File: src/rtl/pipe_pkg.sv
`default_nettype none
// ============================================================================
// Package     : pipe_pkg
// Description : Shared widths, control-bit indices and helper types for the
//               MIPS pipeline-stage registers (ID/EX, EX/MEM, MEM/WB).
// Revision    : 1.0 - initial release
// ============================================================================
package pipe_pkg;

  // Datapath field widths
  localparam int PC_W       = 32;
  localparam int REG_ADDR_W = 5;
  localparam int WORD_W     = 32;

  // EX/MEM control bit positions
  localparam int CTL_JAL      = 0;
  localparam int CTL_MEMREAD  = 1;
  localparam int CTL_MEMTOREG = 2;
  localparam int CTL_MEMWRITE = 3;
  localparam int CTL_REGWRITE = 4;

  // Per-stage bundle widths
  localparam int EXMEM_DATA_W = PC_W + WORD_W + REG_ADDR_W + WORD_W;
  localparam int EXMEM_CTRL_W = 5;
  localparam int MEMWB_DATA_W = PC_W + WORD_W + REG_ADDR_W + WORD_W;
  localparam int MEMWB_CTRL_W = 3;

  // EX/MEM data bundle layout, ALUResult in the least significant bits
  typedef struct packed {
    logic [PC_W-1:0]       pc;
    logic [WORD_W-1:0]     read_data2;
    logic [REG_ADDR_W-1:0] write_reg;
    logic [WORD_W-1:0]     alu_result;
  } exmem_data_t;

  // Per-cycle operation applied to one storage slot
  typedef enum logic [1:0] {
    SLOT_HOLD  = 2'd0,  // keep everything
    SLOT_LOAD  = 2'd1,  // capture new data/ctrl, become valid
    SLOT_DROP  = 2'd2,  // become invalid, keep last contents
    SLOT_CLEAR = 2'd3   // become invalid, zero contents
  } slot_op_e;

  // Number of occupied entries from the two slot valid bits
  function automatic logic [1:0] entry_count(input logic main_v, input logic skid_v);
    return {1'b0, main_v} + {1'b0, skid_v};
  endfunction

endpackage
`default_nettype wire

File: src/rtl/pipe_slot.sv
`default_nettype none
// ============================================================================
// Module      : pipe_slot
// Description : One pipeline storage entry: valid bit plus data and control
//               registers, driven by a per-cycle slot operation.
// Ports       : clk, reset (async, active-low), op (hold/load/drop/clear),
//               in_data/in_ctrl (load source), valid/data/ctrl (contents)
// Revision    : 1.0 - initial release
// ============================================================================
module pipe_slot
  import pipe_pkg::*;
#(
  parameter int DATA_W = EXMEM_DATA_W,
  parameter int CTRL_W = EXMEM_CTRL_W
) (
  input  logic              clk,
  input  logic              reset,
  input  slot_op_e          op,
  input  logic [DATA_W-1:0] in_data,
  input  logic [CTRL_W-1:0] in_ctrl,
  output logic              valid,
  output logic [DATA_W-1:0] data,
  output logic [CTRL_W-1:0] ctrl
);

  logic              valid_q, valid_d;
  logic [DATA_W-1:0] data_q,  data_d;
  logic [CTRL_W-1:0] ctrl_q,  ctrl_d;

  always_comb begin
    valid_d = valid_q;
    data_d  = data_q;
    ctrl_d  = ctrl_q;
    case (op)
      SLOT_LOAD: begin
        valid_d = 1'b1;
        data_d  = in_data;
        ctrl_d  = in_ctrl;
      end
      SLOT_DROP: begin
        valid_d = 1'b0;
      end
      SLOT_CLEAR: begin
        valid_d = 1'b0;
        data_d  = '0;
        ctrl_d  = '0;
      end
      default: begin
      end
    endcase
  end

  always_ff @(posedge clk or negedge reset) begin
    if (!reset) begin
      valid_q <= 1'b0;
      data_q  <= '0;
      ctrl_q  <= '0;
    end else begin
      valid_q <= valid_d;
      data_q  <= data_d;
      ctrl_q  <= ctrl_d;
    end
  end

  assign valid = valid_q;
  assign data  = data_q;
  assign ctrl  = ctrl_q;

endmodule
`default_nettype wire

File: src/rtl/pipe_stage_skid.sv
`default_nettype none
// ============================================================================
// Module      : pipe_stage_skid
// Description : Parametrised pipeline-stage register with valid/ready
//               handshake, flush and optional 2-entry skid buffer. Bubbles
//               never present asserted control bits.
// Ports       : clk, reset (async, active-low), flush,
//               in_valid/in_ready/in_data/in_ctrl   (upstream),
//               out_valid/out_ready/out_data/out_ctrl (downstream),
//               count (entries held)
// Revision    : 1.0 - initial release
// ============================================================================
module pipe_stage_skid
  import pipe_pkg::*;
#(
  parameter int DATA_W = EXMEM_DATA_W,
  parameter int CTRL_W = EXMEM_CTRL_W,
  parameter int SKID   = 1
) (
  input  logic              clk,
  input  logic              reset,
  input  logic              flush,
  input  logic              in_valid,
  output logic              in_ready,
  input  logic [DATA_W-1:0] in_data,
  input  logic [CTRL_W-1:0] in_ctrl,
  output logic              out_valid,
  input  logic              out_ready,
  output logic [DATA_W-1:0] out_data,
  output logic [CTRL_W-1:0] out_ctrl,
  output logic [1:0]        count
);

  logic              main_valid;
  logic [DATA_W-1:0] main_data;
  logic [CTRL_W-1:0] main_ctrl;
  slot_op_e          main_op;
  logic [DATA_W-1:0] main_src_data;
  logic [CTRL_W-1:0] main_src_ctrl;
  logic              push;
  logic              pop;

  assign push = in_valid && in_ready;
  assign pop  = main_valid && out_ready;

  pipe_slot #(
    .DATA_W (DATA_W),
    .CTRL_W (CTRL_W)
  ) u_main (
    .clk     (clk),
    .reset   (reset),
    .op      (main_op),
    .in_data (main_src_data),
    .in_ctrl (main_src_ctrl),
    .valid   (main_valid),
    .data    (main_data),
    .ctrl    (main_ctrl)
  );

  generate
    if (SKID != 0) begin : g_skid
      logic              skid_valid;
      logic [DATA_W-1:0] skid_data;
      logic [CTRL_W-1:0] skid_ctrl;
      slot_op_e          skid_op;

      // The skid only ever fills while main is full, so main empty implies
      // skid empty. When main pops, the older skid entry always wins over a
      // new input; in_ready is low whenever the skid is full, so both never
      // compete.
      always_comb begin
        main_op       = SLOT_HOLD;
        skid_op       = SLOT_HOLD;
        main_src_data = in_data;
        main_src_ctrl = in_ctrl;
        if (flush) begin
          main_op = SLOT_CLEAR;
          skid_op = SLOT_CLEAR;
        end else if (!main_valid) begin
          if (push) begin
            main_op = SLOT_LOAD;
          end
        end else if (pop) begin
          if (skid_valid) begin
            main_op       = SLOT_LOAD;
            main_src_data = skid_data;
            main_src_ctrl = skid_ctrl;
            skid_op       = SLOT_DROP;
          end else if (push) begin
            main_op = SLOT_LOAD;
          end else begin
            main_op = SLOT_DROP;
          end
        end else if (push) begin
          skid_op = SLOT_LOAD;
        end
      end

      pipe_slot #(
        .DATA_W (DATA_W),
        .CTRL_W (CTRL_W)
      ) u_skid (
        .clk     (clk),
        .reset   (reset),
        .op      (skid_op),
        .in_data (in_data),
        .in_ctrl (in_ctrl),
        .valid   (skid_valid),
        .data    (skid_data),
        .ctrl    (skid_ctrl)
      );

      // Straight from a flop: no combinational path from out_ready upstream
      assign in_ready = !skid_valid;
      assign count    = entry_count(main_valid, skid_valid);
    end else begin : g_no_skid
      always_comb begin
        main_op       = SLOT_HOLD;
        main_src_data = in_data;
        main_src_ctrl = in_ctrl;
        if (flush) begin
          main_op = SLOT_CLEAR;
        end else if (push) begin
          main_op = SLOT_LOAD;
        end else if (pop) begin
          main_op = SLOT_DROP;
        end
      end

      assign in_ready = out_ready || !main_valid;
      assign count    = entry_count(main_valid, 1'b0);
    end
  endgenerate

  assign out_valid = main_valid;
  assign out_data  = main_data;
  // A bubble must never carry RegWrite/MemWrite downstream
  assign out_ctrl  = main_valid ? main_ctrl : '0;

endmodule
`default_nettype wire

File: config.mk
export PLATFORM = sky130hd
export DESIGN_NAME = pipe_stage_skid
export DESIGN_NICKNAME = d
export VERILOG_FILES = /design/src/rtl/pipe_pkg.sv /design/src/rtl/pipe_slot.sv /design/src/rtl/pipe_stage_skid.sv
export SDC_FILE = /design/constraint.sdc
export NUM_CORES = 1
export LEC_CHECK = 0
export CELL_PAD_IN_SITES_DETAIL_PLACEMENT = 0
export CELL_PAD_IN_SITES_GLOBAL_PLACEMENT = 1
export CORE_MARGIN = 2
export CORE_UTILIZATION = 30
export DETAILED_ROUTE_END_ITERATION = 6
export HOLD_SLACK_MARGIN = 0.06
export PLACE_DENSITY = 0.7
export SLEW_MARGIN = 20
export SYNTH_ARGS = -nofsm -noshare
export SYNTH_HDL_FRONTEND = slang
export SYNTH_SLANG_ARGS = --single-unit
File: constraint.sdc
create_clock -name clk -period 1.71 [get_ports clk]
set_input_delay 0.171 -clock clk [delete_from_list [all_inputs] [get_ports clk]]
set_output_delay 0.171 -clock clk [all_outputs]
set_load 0.01 [all_outputs]
==> reports/qor.yml <==
status: "finished clean"
diodes: 0
rsz0062_at_grt: "true"
tightest_slew_ps: 455.0
slowest_stage: "dfrtp_2"
power_mw: 12.62
avgViaCountPerCell: 4.951
dr_total_vias: 6214
hold_viol_final: 0
cts.path.max_buffers: 3
yosysWarnings: 0
yosys_register_bits: 214
grt_pass1_wl_microns: 38500
totalWireLength_microns: 24040
crit_chain: "buf_4, ha_1, clkdlybuf4s15_1"
io_pins: 221
ys_top_cells_by_area: "dfrtp_1 61%, mux2i_1 12%, a22o_1 11%"
fin_skew_ps: 7.739
cpPeakStageDelay_ps: 420
slew-limit-headroom_pct: 69.67
area_growth_pct: 45.40
reg2regPathDepth: 5
synth_ff_type: "dfrtp_1"
htree_levels: 1
final_cell_mix: "212 x dfrtp_1, 209 x clkdlybuf4s50_1, 106 x a22o_1, 106 x mux2i_1, 105 x o2bb2ai_1"
crit_type: "register to primary output"
path_clk_slew_ps: 60
start_util_pct: 30.44
cp-start-kind: "register"
fmax_ghz: 0.6001
seq_area_frac_synth_pct: 61.30
avgSynthCellArea_sq_um: 14.32
cts.sinks: 214
syn-instance-count: 610
pwr-share-seq_pct: 43.2
grt_usage_pct: 15.62
drt_pass1_iterations: 4
synth-async-reset-ratio_pct: 100.0
syn_area_sq_um: 8736
arrival_ps: 1500
dieHeight_microns: 174.6
setup_viol: 0
switching_share_pct: 23.62
cts_made_buffers: 24
insertion_delay_ps: 510
required_ps: 1540
grt_max_degree: 57
final_common_cell: "dfrtp_1"
grt_overflow: 0
synth.net_count: 722
slew_violations: 0
cts-root-buf: "clkbuf_16"
critPathMaxFanout: 3
place.gp.congestion: 0.7209
dp_hpwl_microns: 15620
peakVddDrop_uv: 609.7
avgRoutedWirePerCell_microns: 19.15
drt_iter0_drc: 376
die_area_sq_um: 30500
layout_min_cycle_time_ps: 1666
power_leakage_nw: 6.237
power.density_nw_per_um2: 993.4
synth-edff-count: 0
fin_nets: 967
min_path_type: "primary input to async pin"
p_comb_share_pct: 12.2
drtAntennaViolNets: 0
die_w_microns: 174.6
cp-end-kind: "primary output"
drcViolationCount: 0
finalCritPeriodShare_pct: 97.45
port_buffers: 220
synth_cell_type_count: 22
drv_cap: 0
cts_tree: "built"
fp-row-count: 62
p_switching_mw: 2.980
yosys.area.top_type: "dfrtp_1"
placeableCoreArea_sq_um: 28700
power_frac_clock_pct: 44.5
p_int_mw: 9.638
holdWs_ps: 170.7
synth.top_cell.area_share_pct: 61.30
grt_pass1_vias: 6667
antenna_found_initial: 0
drive_above_1_share_pct: 12.28
## sequential cells by signal, indices dropped and copies added, names as in the netlist
name / count
u_main.data: 101
g_skid.u_skid.valid: 1
u_main.ctrl: 5
u_main.valid: 1
g_skid.u_skid.data: 101
g_skid.u_skid.ctrl: 5
## cells by family (layout without fill, tap and decap cells)
kind of cell / count (synthesis) / in the layout / share of synthesized area (%)
AOI/OAI and AO/OA: 218 / 218 / 21.80
adders and majority gates: 1 / 1 / 0.1432
buffers and inverters: 60 / 321 / 3.595
DFF: 214 / 214 / 61.30
muxes: 107 / 107 / 12.32
and+or+nand+nor: 10 / 10 / 0.8450
## path summary, 6_finish.rpt
kind	startpoint	end	slack (ps)
min in group clk	in_data[90]	g_skid.u_skid.data[90]	290
hold / removal	reset	u_main.data[70]	170
max in group asynchronous	reset	u_main.data[33]	880
hold reg to reg	u_main.data[81]	u_main.data[81]	480
setup / recovery	u_main.valid	count[1]	40
setup reg to reg	u_main.valid	u_main.data[61]	50
## final cells by class
cell class / count / area (sq um)
fill: 2618 / 16000
inverter: 2 / 7.507
clock inverter: 13 / 200.2
sequential: 214 / 5358
timing repair buffer: 277 / 2889
clock buffer: 29 / 660.6
multi-input combinational: 336 / 3107
tap: 384 / 480.5
## power by group through the flow
stage | Sequential [mW] | Clock [mW] | Combinational [mW]
2_1_floorplan | 5.59 | 0 | 0.454
3_3_place_gp | 5.54 | 0 | 1.56
3_5_place_dp | 5.54 | 0 | 1.57
4_1_cts | 5.45 | 5.79 | 1.57
5_1_grt | 5.48 | 5.99 | 1.67
6_report | 5.45 | 5.62 | 1.54
## critical path: cells and delay by family (launching register included)
family	cells	cell delay, ps
adder cells (fa/ha/maj)	1	180
buffers and inverters	2	390
flip-flops	1	420
## cells in the mapped netlist (2+ instances only)
cell,instances
inv_1,2
and2_1,5
dfrtp_1,214
mux2i_1,106
a21oi_1,2
buf_1,5
o2bb2ai_1,106
buf_4,13
buf_2,26
clkbuf_1,13
a22o_1,106
nand2b_1,2
## stage by stage
stage	area [sq um]	setup slack [ps]	instances	utilization, %	setup TNS (ps)
2_1_floorplan	8736	163.2	610	-	0
3_3_place_gp	11830	-46.49	1211	41.20	-687.5
3_5_place_dp	11830	-44.70	1211	41.20	-2058
4_1_cts	12700	19.85	1255	44.24	0
5_1_grt	12700	-5.833	1255	44.25	-13.64
6_report	12700	43.62	1255	44.25	0
## per-layer routing
| metal | track usage [%] | vias to the layer above | part of all wire (%) |
|---|---|---|---|
| met2 | 23.16 | 188 | 43 |
| met1 | 23.32 | 3140 | 49 |
| met3 | 3.808 | 25 | 6.7 |
| met5 | 0 | - | 0 |
| li1 | - | 2861 | - |
| met4 | 2.917 | 0 | 1.0 |
## what timing repair did
item | 4_1_cts | 5_1_grt
cloned | 0 | 0
endpoints found under the hold margin | 214 | 0
gates resized for setup | 18 | 4
hold buffers | 1 | 0
pin swaps | 0 | 0
setup endpoints to repair | 9 | 8
buffers inserted | 1 | 0
Note: power is estimated with default switching activity, not from simulation.
